--- src/rtl/usr_pkg.sv ---
// Shared definitions for the universal shift register:
// mode encodings and the burst sequencer state type.
package usr_pkg;

  localparam logic [1:0] MODE_HOLD = 2'b00;
  localparam logic [1:0] MODE_SHR  = 2'b01;
  localparam logic [1:0] MODE_SHL  = 2'b10;
  localparam logic [1:0] MODE_LOAD = 2'b11;

  typedef enum logic {
    IDLE = 1'b0,
    RUN  = 1'b1
  } usr_state_t;

endpackage

--- src/rtl/universal_shift_core.sv ---
// Shift register datapath: holds q and selects the next value
// from the resolved operation, rotate flag and serial inputs.
module universal_shift_core
  import usr_pkg::*;
#(
  parameter int N = 8
) (
  input  logic         clk,
  input  logic         rst,
  input  logic         i_en,
  input  logic [1:0]   i_op,
  input  logic         i_rot,
  input  logic         i_dsr,
  input  logic         i_dsl,
  input  logic [N-1:0] i_pd,
  output logic [N-1:0] o_q
);

  logic [N-1:0] r_q;
  logic [N-1:0] w_next;
  logic         w_fill_r;
  logic         w_fill_l;

  assign w_fill_r = i_rot ? r_q[0]   : i_dsr;
  assign w_fill_l = i_rot ? r_q[N-1] : i_dsl;

  always_comb begin
    w_next = r_q;
    unique case (i_op)
      MODE_HOLD: w_next = r_q;
      MODE_SHR:  w_next = {w_fill_r, r_q[N-1:1]};
      MODE_SHL:  w_next = {r_q[N-2:0], w_fill_l};
      MODE_LOAD: w_next = i_pd;
      default:   w_next = r_q;
    endcase
  end

  always_ff @(posedge clk or negedge rst) begin
    if (!rst) begin
      r_q <= '0;
    end else if (i_en) begin
      r_q <= w_next;
    end
  end

  assign o_q = r_q;

endmodule

--- src/rtl/universal_shift_register.sv ---
// Universal shift register with a counted burst sequencer;
// the datapath lives in universal_shift_core.
module universal_shift_register
  import usr_pkg::*;
#(
  parameter int N  = 8,
  parameter int CW = $clog2(N) + 1
) (
  input  logic          clk,
  input  logic          rst,
  input  logic          en,
  input  logic [1:0]    mode,
  input  logic          rot,
  input  logic          dsr,
  input  logic          dsl,
  input  logic [N-1:0]  pd,
  input  logic          start,
  input  logic [CW-1:0] cnt,
  output logic [N-1:0]  q,
  output logic          sor,
  output logic          sol,
  output logic          busy,
  output logic          done
);

  usr_state_t    r_state;
  usr_state_t    w_state_nxt;
  logic [CW-1:0] r_rem;
  logic          r_dir_left;
  logic          r_rot;
  logic          r_done;

  logic          w_is_shift;
  logic          w_accept;
  logic          w_cnt_zero;
  logic          w_cnt_multi;
  logic          w_last;
  logic [1:0]    w_op;
  logic          w_rot;

  assign w_is_shift  = (mode == MODE_SHR) || (mode == MODE_SHL);
  assign w_accept    = en && (r_state == IDLE) && start && w_is_shift;
  assign w_cnt_zero  = (cnt == '0);
  assign w_cnt_multi = (cnt > CW'(1));
  assign w_last      = en && (r_state == RUN) && (r_rem == CW'(1));

  // A burst overrides the live mode; a zero-length burst only pulses done.
  always_comb begin
    w_op  = mode;
    w_rot = rot;
    if (r_state == RUN) begin
      w_op  = r_dir_left ? MODE_SHL : MODE_SHR;
      w_rot = r_rot;
    end else if (w_accept && w_cnt_zero) begin
      w_op  = MODE_HOLD;
    end
  end

  always_ff @(posedge clk or negedge rst) begin
    if (!rst) begin
      r_state <= IDLE;
    end else begin
      r_state <= w_state_nxt;
    end
  end

  always_comb begin
    w_state_nxt = r_state;
    unique case (r_state)
      IDLE: if (w_accept && w_cnt_multi) w_state_nxt = RUN;
      RUN:  if (w_last) w_state_nxt = IDLE;
      default: w_state_nxt = IDLE;
    endcase
  end

  always_comb begin
    busy = (r_state == RUN);
  end

  always_ff @(posedge clk or negedge rst) begin
    if (!rst) begin
      r_rem      <= '0;
      r_dir_left <= 1'b0;
      r_rot      <= 1'b0;
      r_done     <= 1'b0;
    end else begin
      r_done <= (w_accept && !w_cnt_multi) || w_last;
      if (w_accept) begin
        r_rem      <= w_cnt_zero ? '0 : cnt - CW'(1);
        r_dir_left <= (mode == MODE_SHL);
        r_rot      <= rot;
      end else if (en && r_state == RUN) begin
        r_rem <= r_rem - CW'(1);
      end
    end
  end

  universal_shift_core #(
    .N (N)
  ) u_core (
    .clk   (clk),
    .rst   (rst),
    .i_en  (en),
    .i_op  (w_op),
    .i_rot (w_rot),
    .i_dsr (dsr),
    .i_dsl (dsl),
    .i_pd  (pd),
    .o_q   (q)
  );

  assign sor  = q[0];
  assign sol  = q[N-1];
  assign done = r_done;

endmodule

--- config.mk ---
export PLATFORM = sky130hd
export DESIGN_NAME = universal_shift_register
export DESIGN_NICKNAME = d
export VERILOG_FILES = /design/src/rtl/usr_pkg.sv /design/src/rtl/universal_shift_core.sv /design/src/rtl/universal_shift_register.sv
export SDC_FILE = /design/constraint.sdc
export NUM_CORES = 1
export LEC_CHECK = 0
export ABC_AREA = 1
export CAP_MARGIN = 20
export CORE_MARGIN = 10
export CORE_UTILIZATION = 32
export DETAILED_ROUTE_END_ITERATION = 10
export PLACE_DENSITY = 0.65
export SLEW_MARGIN = 20
export SYNTH_ARGS = -nofsm -noshare
export SYNTH_HDL_FRONTEND = slang
export SYNTH_SLANG_ARGS = --single-unit
--- constraint.sdc ---
create_clock -name clk -period 1.5 [get_ports clk]
set_clock_uncertainty 0.15 [all_clocks]
set_input_delay 0.15 -clock clk [delete_from_list [all_inputs] [get_ports clk]]
set_output_delay 0.15 -clock clk [all_outputs]
set_load 0.01 [all_outputs]
# Yosys cells after proc, flatten, opt, wreduce, memory -nomap -nowiden

Cells that the tools add are included.

Output and inout port bits: 12
Memories: 0
Bits in latches: 0
Input port bits: 21
ROM bits: 0
Memory bits (writable): 0
Register bits after elaboration: 16

Divide/modulo/power cells: 0
$add $sub $neg: 2
Multiplexer cells: 13
Equality and inequality tests: 6
Magnitude comparators: 1
Shift-type cells: 0
Bitwise logic cells: 2
$mul: 0
Reductions and logical operators: 15

Operators by type and width:

| kind                | number |
|---|---|
| $pmux 8 s3          | 1 |
| $mux 4              | 3 |
| $logic_and 1x1->1   | 8 |
| $sub 4x1->4 const B | 2 |
| $eq 2x2->1 const B  | 3 |
| $mux 2              | 3 |
| $mux 1              | 5 |
| $eq 2x1->1 const B  | 2 |
| $eq 4x1->1 const B  | 1 |
| $gt 4x1->1 const B  | 1 |
| $logic_not 4->1     | 1 |
| $logic_not 2->1     | 1 |
| $logic_or 1x1->1    | 2 |
| $not 1->1           | 2 |
| $pmux 1 s2          | 1 |
| $reduce_and 2->1    | 1 |
| $reduce_bool 2->1   | 1 |
| $logic_not 1->1     | 1 |

# Longest topological paths before layout

Gate-level depths: netlist of the first run.

Depth in word-level cells: 10
Gate-level depth with buffers: 14
Depth with buffers taken out: 13

# Modules after synthesis

From an unflattened synthesis of the first run, not the netlist that was laid out.

Cells, all modules: 170
Area, all modules: 1,097.3 sq um

Modules (own cells, without submodules):

| module                   | area each (sq um) | cells each | instances |
|---|---|---|---|
| universal_shift_register | 590.6             | 87         | 1 |
| universal_shift_core     | 506.7             | 83         | 1 |

# Worst setup path before layout of the first run

OpenSTA, ideal clock, no wires.

Kind: flip-flop to flip-flop
Start: reg r_state (netlist: busy)
End: reg u_core.r_q[0] (netlist: u_core.o_q[0])
Setup slack: -0.203 ns
Cell stages (with the launch flop): 12
Path buffers: 1
Data required time: 1.233 ns
Period minus slack after synthesis: 1.703 ns
Arrival time: 1.436 ns
Cell sequence: dfrtp_1 inv_2 nand2_1 nor2_4 nand2_4 nand2_4 nand3_4 nand2_1 inv_2 buf_6 nor2_1 nor2_1

Word-level cells in the longest chain between the ends: 10
Elaborated cells on any way between the ends: 16
Those cells by class: eq/ne (3); mux (5); bitwise (2); reduce/logical (6)

Ends and longest elaborated chain:

| item                                                                | RTL line                       | RTL |
|---|---|---|
| start: declaration                                                  | universal_shift_register.sv:26 | `usr_state_t r_state;` |
| start signal: assignment                                            | universal_shift_register.sv:63 | `r_state <= w_state_nxt;` |
| parallel branches: the longest is 10 deep, another holds $pmux 8 s3 | --                             |  |
| end signal: assignment                                              | universal_shift_core.sv:42     | `r_q <= w_next;` |
| end: declaration                                                    | universal_shift_core.sv:19     | `logic [N-1:0] r_q;` |

Parallel ways; which one is timed is not known.
A chain may end at the register's enable or synchronous reset.

# Worst setup path in the final report of the first run

Start: reg r_state (netlist: busy)
End: reg u_core.r_q[1] (netlist: u_core.o_q[1])

Word-level cells in the longest chain between the ends: 10
Elaborated cells on any way between the ends: 14
Those cells by class: eq/ne (3); mux (3); bitwise (2); reduce/logical (6)

Ends and longest elaborated chain:

| item                                                               | RTL line                       | RTL |
|---|---|---|
| $not 1->1                                                          | --                             |  |
| $logic_and 1x1->1 (3 in a row)                                     | universal_shift_register.sv:42 | `assign w_accept = en && (r_state == IDLE) && start && w_is_shift;` |
| $logic_and 1x1->1                                                  | universal_shift_register.sv:54 | `end else if (w_accept && w_cnt_zero) begin` |
| $mux 2                                                             | universal_shift_register.sv:54 |  |
| $mux 2 (*)                                                         | universal_shift_register.sv:51 | `if (r_state == RUN) begin` |
| parallel branches: the longest is 3 deep, another holds $pmux 8 s3 | --                             |  |

Mark *: on every way between the ends.

==> results of run 1 <==
## where the power goes
| part | internal, mW | switching, mW | total [mW] |
|---|---|---|---|
| clock | 0.148 | 0.164 | 0.312 |
| combinational | 0.933 | 1.05 | 1.98 |
| sequential | 0.634 | 0.152 | 0.786 |
| total | 1.72 | 1.37 | 3.08 |
## cell families (layout without fill, tap and decap cells)
logic type | Yosys count | after routing | share of synthesized area [%]
compound gates | 20 | 20 | 10.13
simple gates | 106 | 107 | 43.39
buf+inv | 20 | 87 | 7.929
flops | 16 | 16 | 35.24
fa+ha+maj | 3 | 3 | 3.304
## cell usage in the layout, fill, tap and decap left out
cell and n:
nand2_1 37, buf_4 32, nor2_1 30, clkdlybuf4s50_1 19
dfrtp_1 15, inv_1 12, dlygate4sd2_1 12, nand3_1 11
o21ai_0 9, nand4_1 8, a21oi_1 5, nand2_4 4
nand2_8 4, nand2_2 4, nor2_2 3, clkbuf_4 3
inv_2 2, nor3_1 2, nand3_2 2, ha_1 2
buf_6 2, inv_4 1, nor2_4 1, a31o_2 1
nand3_4 1, inv_6 1, inv_8 1, o21ai_1 1
o211ai_1 1, a31oi_1 1, o22a_1 1, o221ai_1 1
ha_4 1, dfrtp_2 1, clkbuf_8 1, clkdlybuf4s15_1 1
## registers in the layout, indices dropped and copies added, names as in the netlist
signal and count:
u_core.o_q 8, r_rem 4, done 1, r_dir_left 1, busy 1, r_rot 1
## stage by stage
stage	std cells	TNS [ns]	cell area [um2]	worst slack (ns)
3_5_place_dp	264	-8.507	1682	-0.6986
3_3_place_gp	264	-8.077	1682	-0.6428
5_1_grt	279	-1.095	1892	-0.1409
6_report	279	-0.08582	1892	-0.02445
4_1_cts	279	-0.1006	1857	-0.04011
2_1_floorplan	165	-1.174	1150	-0.1468
## worst max-delay path: cells and delay by family, from the launching register on
kind / cells / cell delay [ns]
DFF: 1 / 0.45
buffers and inverters: 2 / 0.14
and+or+nand+nor: 8 / 0.68
## area by class of cell
class | instances | area, um2
clock buffers | 4 | 36.28
fillers | 310 | 1498
inverters | 17 | 78.83
multi-input cells | 130 | 749.5
flip-flops and latches | 16 | 401.6
well taps | 46 | 57.56
repair buffers | 66 | 568.0
## worst max path at each step
stage                    from  slack, ns                         to
2_1_floorplan  busy$_DFF_PN0_      -0.15  u_core.o_q[0]$_DFFE_PN0P_
3_3_place_gp          mode[0]      -0.64  u_core.o_q[2]$_DFFE_PN0P_
3_5_place_dp          mode[0]      -0.70  u_core.o_q[1]$_DFFE_PN0P_
4_1_cts        busy$_DFF_PN0_      -0.04  u_core.o_q[1]$_DFFE_PN0P_
5_1_grt        busy$_DFF_PN0_      -0.14  u_core.o_q[4]$_DFFE_PN0P_
6_report       busy$_DFF_PN0_      -0.02  u_core.o_q[1]$_DFFE_PN0P_
## per-layer routing
layer / routed length, um / up-vias
li1: - / 679
met1: 1611 / 607
met2: 1643 / 31
met3: 171 / 4
met4: 65 / 0
met5: 0 / -
## timing repair
item | in CTS | in global routing
setup endpoints to repair | 24 | 11
pin swaps | 5 | 2
cloned | 1 | 0
gates resized for setup | 28 | 11
setup buffers | 10 | 0
==> results.toml, run 1 <==
[outcome]
status = "finished with violations"
violations = "setup timing"

[timing]
fmax_mhz = 656.0
period_share_pct = 101.6
fin_crit_ns = 1.524
maxSlewViolCount = 0
timing_hold_violations_final = 0
holdWs_ns = 0.01250
setup_slack_ns = -0.02445
maxSlewHeadroom_pct = 77.84
tightestPinTransition_ns = 0.3321
rsz0062_at_grt = "yes"
report.final.setup_viol = 8

[power_and_ir_drop]
total_power_mw = 3.082
leakagePower_nw = 0.9262
peakVddDrop_mv = 0.7563
p_per_area_mw_per_mm2 = 1629

[cells_and_area]
area_growth_pct = 66.52
insertedDiodeCount = 0
nets = 258
utilization_pct = 55.81
drive_gt1_share_pct = 27.90

[setup_path]
worstPathRequired_ns = 1.55
cpMaxStageDelayCell = "dfrtp_2"
reg2regPathDepth = 10
path_common_cell = "nand2_4"
cpPeakStageDelay_ns = 0.45
r2r_slack_ns = -0.02
crit_type = "register to register"
worstPathCellList = "inv_4 -> nand2_4 -> nor2_4 -> nand2_4 -> nand2_4 -> nand3_4 -> nand2_2 -> inv_6 -> nor2_1 -> nor2_1"
critPathMaxFanout = 12
worst_r2r_endpoint = "u_core.o_q[1]$_DFFE_PN0P_"
cp-end-kind = "register"
rr_startpoint = "busy$_DFF_PN0_"
start_kind = "register"
critical_path_arrival_ns = 1.57

[cts]
cts_buffer_depth = 2
clk_pin_slew_worst_paths_ns = 0.11
cts_tree = "yes"
cts_max_level = 1
cts_buffers = 3
cts_hold_buf = 0
cts_sinks = 16
cts_root_buf = "clkbuf_4"
clk_latency_ns = 0.30

[place]
io_buffer_count = 32
dp_hpwl_mm = 2.582
globalplace.congestion = 0.8455

[logic_synthesis]
synth_edf_count = 0
synth_common_cells = "nand2_1 (42), nor2_1 (33), dfrtp_1 (16), inv_1 (14), nand3_1 (13)"
netlist_instances = 165
netlist.area_leader.share_pct = 35.24
synth_area_mm2 = 0.001136
async_flop_share_pct = 100.0
yosysSeqAreaShare_pct = 35.24
yosysWarnings = 0
synth-seq-cells = 16
syn_avg_cell_area_um2 = 6.885
synth_most_common_cell = "nand2_1"
synth_cell_types = 22
yosys.area.top_type = "dfrtp_1"
synthTopCellsByArea = "dfrtp_1 (35%), nand2_1 (14%), nor2_1 (11%)"
synth_top_flop_cell = "dfrtp_1"
synth_nets = 189

[floorplan]
rows = 21
die_y_um = 79.59
core_mm2 = 0.003390
die_w_um = 79.59
start_util_pct = 33.52
die_area_mm2 = 0.006334
ios = 33

[grt]
top_usage_layer = "met2"
antenna_found_initial = 0
grt_usage_pct = 11.35
grt_pass1_vias = 1256
use_met3_pct = 2.140
grt_util_met1_pct = 14.67
grt_overflow = 0
grt_first_pass_wirelength_mm = 5.865
grt_max_degree = 17
use_met2_pct = 17.64

[detailed_routing]
ant_nets = 0
drc = 0
num_vias = 1321
drt-pass1-iter-count = 4
drt-wirelength-per-cell_um = 12.52
via_per_inst = 4.735
drt_iter0_drc = 120
drt_wl_total_mm = 3.492

[job]
max-cap-violations = 0

[hold_path]
min-delay-path-class = "primary input to asynchronous set/reset pin"
(Power assumes the default switching activity.)
==> run 2, diff against run 1 <==
SYNTH_HIERARCHICAL = 1   (was unset)
==> results.toml, run 2 <==
[place]
pre_cts_slack_ns = -0.6376
globalplace.congestion = 0.8083
dp.cells = 266
dp_hpwl_mm = 2.447
io_buffer_count = 32

[cts]
cts_buffers = 3
cts_tree = "yes"
clk_pin_slew_worst_paths_ns = 0.10
clk_latency_ns = 0.29
cts_buffer_depth = 2
cts_sinks = 16
cts_hold_buf = 0
cts_max_level = 1
cts_root_buf = "clkbuf_4"

[timing]
setup_slack_ns = -0.1460
tns_ns = -1.038
period_share_pct = 109.7
fin_crit_ns = 1.646
fmax_mhz = 607.5
timing_hold_violations_final = 0
maxSlewViolCount = 0
maxSlewHeadroom_pct = 72.63
tightestPinTransition_ns = 0.4062
rsz0062_at_grt = "yes"
report.final.setup_viol = 8

[floorplan]
die_w_um = 78.56
ios = 33
die_area_mm2 = 0.006172
start_util_pct = 32.88
rows = 21
core_mm2 = 0.003337
die_y_um = 78.56

[cells_and_area]
layout_commonest_cell = "nand2_1"
nets = 257
insertedDiodeCount = 0
utilization_pct = 52.23
final_cell_mix = "nand2_1 (78), buf_4 (28), inv_1 (18), clkdlybuf4s50_1 (18), nand3_1 (16)"
stdcell_count = 277
area_growth_pct = 58.84
largest_reg_flops = 8
drive_gt1_share_pct = 22.51

[grt]
grt_overflow = 0
grt_max_degree = 17
grt_pass1_vias = 1206
grt_usage_pct = 10.77
grt_first_pass_wirelength_mm = 5.457
antenna_found_initial = 0

[detailed_routing]
drt_wl_total_mm = 3.142
drt-pass1-iter-count = 4
ant_nets = 0
num_vias = 1219
drt_iter0_drc = 68
drc = 0
drt-wirelength-per-cell_um = 11.34
via_per_inst = 4.401

[logic_synthesis]
synth_nets = 194
synth_edf_count = 0
async_flop_share_pct = 100.0
synth-seq-cells = 16
netlist_instances = 170
synth_most_common_cell = "nand2_1"
yosysSeqAreaShare_pct = 36.49
yosys.area.top_type = "dfrtp_1"
synth_common_cells = "nand2_1 (83), inv_1 (20), nand3_1 (18), dfrtp_1 (16), o21ai_0 (8)"
synth_top_flop_cell = "dfrtp_1"
yosysWarnings = 6
netlist.area_leader.share_pct = 36.49
syn_avg_cell_area_um2 = 6.455
synth_cell_types = 17
synthTopCellsByArea = "dfrtp_1 (36%), nand2_1 (28%), nand3_1 (8.2%)"
synth_area_mm2 = 0.001097

[setup_path]
start_kind = "register"
critPathMaxFanout = 6
reg2regPathDepth = 9
rr_startpoint = "busy$_DFF_PN0_"
critical_path_arrival_ns = 1.73
crit_type = "register to register"
worstPathRequired_ns = 1.58
r2r_slack_ns = -0.15
setup.worst_path.end = "u_core/o_q[2]$_DFFE_PN0P_"
worst_r2r_endpoint = "u_core/o_q[2]$_DFFE_PN0P_"
cp-end-kind = "register"
crit_start = "busy$_DFF_PN0_"

[power_and_ir_drop]
leakagePower_nw = 0.9566
peakVddDrop_mv = 0.5780
p_per_area_mw_per_mm2 = 1540
total_power_mw = 2.684

[job]
max-cap-violations = 0

[hold_path]
min-delay-path-class = "primary input to asynchronous set/reset pin"

[outcome]
status = "finished with violations"
violations = "setup timing"
[run 2: logic make-up (layout without fill, tap and decap cells)]
kind of cell               Yosys count  after routing  synth area share, %
adders and majority gates            3              3                3.421
and+or+nand+nor                    113            113                43.79
DFF                                 16             16                36.49
buffers and inverters               25             86                9.920
AOI/OAI and AO/OA                   13             13                6.386
[run 2: critical path, cell delays in order, from the launching register on]
cell and delay, ns:
dfrtp_2 0.43, buf_6 0.12, nor3_4 0.12, nand2_2 0.09, nand3_2 0.09, nand2_4 0.09, o21ai_4 0.21, buf_4 0.16
nand2_1 0.05, nand2_1 0.07
[run 2: repair_timing]
action,CTS,global route
buffers inserted,6,2
pin swaps,3,7
endpoints found under the setup margin,21,14
resized for setup,26,5
[run 2: stage by stage]
step | cell area, um2 | hold slack (ns)
finish | 1743 | 0.02489
global route | 1743 | 0.04328
CTS | 1715 | 0.02495
detailed placement | 1632 | 0.3505
global placement | 1632 | 0.3480
floorplan | 1122 | -0.2956
[run 2: layout make-up]
cell class / instances / area, um2
Sequential cell: 16 / 401.6
Multi-Input combinational cell: 129 / 645.6
Tap cell: 46 / 57.56
Fill cell: 347 / 1594
Timing Repair Buffer: 61 / 528.0
Inverter: 22 / 87.58
Clock buffer: 3 / 22.52
[run 2: layer usage]
metal	GRT usage, %	vias to the layer above	wire, um	part of all wire, %
met3	1.708	2	98	3.1
met2	18.26	17	1608	51
met1	12.84	546	1401	45
met4	5.376	0	34	1.1
li1	-	654	-	-
met5	0	-	0	0
[run 2: power by group]
part | internal (mW) | switching (mW)
combinational | 0.783 | 0.918
clock | 0.0934 | 0.146
sequential | 0.613 | 0.129
[run 2: how the worst min path moves through the flow]
stage	startpoint	to	cells after the start
final	rst	u_core/o_q[1]$_DFFE_PN0P_	2
after global routing	rst	done$_DFF_PN0_	2
after CTS	rst	u_core/o_q[7]$_DFFE_PN0P_	2
after detailed placement	rst	u_core/o_q[0]$_DFFE_PN0P_	2
after global placement	rst	u_core/o_q[0]$_DFFE_PN0P_	2
after floorplan	rst	busy$_DFF_PN0_	0
==> run 3, diff against run 2 <==
CORE_MARGIN = 4   (was 10)
SLEW_MARGIN = unset   (was 20)
clock period = 1.4 ns   (was 1.5 ns; I/O delays follow)
==> results.toml, run 3 (same netlist as run 2, synthesis figures left out) <==
[setup_path]
worstPathCellList = "nor3_4 -> nand2_2 -> nand3_2 -> nand2_4 -> o21ai_4 -> inv_4 -> nand2_1 -> nand2_1"
critical_path_arrival_ns = 1.63
r2r_slack_ns = -0.19
critical_path_buf_inv_count = 1
crit_type = "register to register"
cpPeakStageDelay_ns = 0.46
worstPathRequired_ns = 1.44
worst_r2r_endpoint = "u_core/o_q[2]$_DFFE_PN0P_"
cp-end-kind = "register"
rr_startpoint = "busy$_DFF_PN0_"
path_common_cell = "nand2_1"
reg2regPathDepth = 8
start_kind = "register"
critPathMaxFanout = 8
path_delay_family = "simple AND/OR/NAND/NOR gates"
cpMaxStageDelayCell = "dfrtp_2"

[timing]
fin_crit_ns = 1.585
rsz0062_at_grt = "yes"
period_share_pct = 113.2
fmax_mhz = 630.7
report.final.setup_viol = 8
setup_slack_ns = -0.1855
maxSlewHeadroom_pct = 82.09
maxSlewViolCount = 0
tightestPinTransition_ns = 0.2668
timing_hold_violations_final = 0

[cells_and_area]
drive_gt1_share_pct = 28.14
final_cell_mix = "nand2_1 (71), buf_4 (24)"
layout_commonest_cell = "nand2_1"
largest_reg_flops = 8
stdcell_count = 277
insertedDiodeCount = 0
area_growth_pct = 63.17
nets = 257

[floorplan]
start_util_pct = 32.88
rows = 21
core_mm2 = 0.003337
die_w_um = 66.56
die_area_mm2 = 0.004430
ios = 33
die_y_um = 66.56

[place]
pre_cts_slack_ns = -0.7243
io_buffer_count = 32
dp.cells = 266
globalplace.congestion = 0.8035
dp_hpwl_mm = 2.252

[detailed_routing]
num_vias = 1248
drt_iter0_drc = 71
via_per_inst = 4.505
drt-pass1-iter-count = 4
drt-wirelength-per-cell_um = 11.18
drt_wl_total_mm = 3.098
ant_nets = 0
drc = 0

[outcome]
violations = "setup timing"
status = "finished with violations"

[cts]
cts_hold_buf = 0
cts_tree = "yes"
cts_max_level = 1
cts_root_buf = "clkbuf_4"
cts_buffer_depth = 2
clk_pin_slew_worst_paths_ns = 0.10
cts_sinks = 16
cts_buffers = 3
clk_latency_ns = 0.29

[grt]
grt_first_pass_wirelength_mm = 5.133
grt_max_degree = 17
grt_usage_pct = 14.75
antenna_found_initial = 0
grt_pass1_vias = 1210
grt_overflow = 0

[power_and_ir_drop]
p_per_area_mw_per_mm2 = 1703
total_power_mw = 3.049
leakagePower_nw = 0.9562
peakVddDrop_mv = 0.5596

[job]
max-cap-violations = 0

[hold_path]
min-delay-path-class = "primary input to asynchronous set/reset pin"
## run 3: cell count changes in the layout (fill, tap and decap cells not counted), moves of 2 or more
cell	before	now
buf_4	28	24
buf_6	1	4
clkdlybuf4s50_1	18	15
dlygate4sd2_1	11	15
inv_1	18	15
inv_2	2	5
nand2_1	78	71
nand2_2	3	10
nand3_1	16	14
nand3_2	4	6
## run 3: power breakdown
| group | switching [mW] | leakage (nW) | internal, mW |
|---|---|---|---|
| Combinational | 1.07 | 0.743 | 0.921 |
| Sequential | 0.145 | 0.199 | 0.657 |
| Clock | 0.159 | 0.0138 | 0.100 |
| Total | 1.37 | 0.956 | 1.68 |
## run 3: per-stage QoR
step | area, um2 | utilization [%] | TNS [ns] | hold WS (ns)
after detailed placement | 1644 | 49.27 | -8.286 | 0.3417
after global routing | 1790 | 53.66 | -2.108 | 0.03119
after floorplan | 1122 | - | -3.320 | -0.3056
final | 1790 | 53.66 | -1.427 | 0.01058
after CTS | 1745 | 52.31 | -1.093 | 0.02156
after global placement | 1644 | 49.27 | -7.938 | 0.3365
## run 3: worst max-delay path by stage
stage | cells after the start | end | from | slack [ns]
floorplan | 9 | u_core/o_q[0]$_DFFE_PN0P_ | busy$_DFF_PN0_ | -0.41
global placement | 14 | u_core/o_q[0]$_DFFE_PN0P_ | mode[0] | -0.70
detailed placement | 14 | u_core/o_q[0]$_DFFE_PN0P_ | mode[0] | -0.72
CTS | 8 | u_core/o_q[5]$_DFFE_PN0P_ | busy$_DFF_PN0_ | -0.15
global route | 8 | u_core/o_q[5]$_DFFE_PN0P_ | busy$_DFF_PN0_ | -0.27
finish | 8 | u_core/o_q[2]$_DFFE_PN0P_ | busy$_DFF_PN0_ | -0.19
## run 3: final cells by class
class | instances | area (um2)
Clock buffer | 3 | 22.52
Sequential cell | 16 | 401.6
Timing Repair Buffer | 61 | 544.3
Tap cell | 46 | 57.56
Fill cell | 341 | 1546
Multi-Input combinational cell | 129 | 676.9
Inverter | 22 | 87.58
## run 3: worst register-to-register path, delay by kind of cell, from the launching register on
kind	cells	cell delay, ns
flops	1	0.46
compound gates	1	0.24
simple gates	6	0.53
buf+inv	1	0.10
## run 3: layer usage
| layer | wire [um] | share of wire [%] | global-route usage [%] |
|---|---|---|---|
| met1 | 1352 | 44 | 17.79 |
| met2 | 1588 | 51 | 26.11 |
| met3 | 125 | 4.0 | 2.530 |
| met4 | 31 | 1.0 | 5.076 |
| met5 | 0 | 0 | 0 |
## run 3: repair_timing
item                                    CTS  global route
gates resized for setup                  36            15
pin swaps                                 9             2
buffers inserted                          7             1
endpoints found under the setup margin   24            12
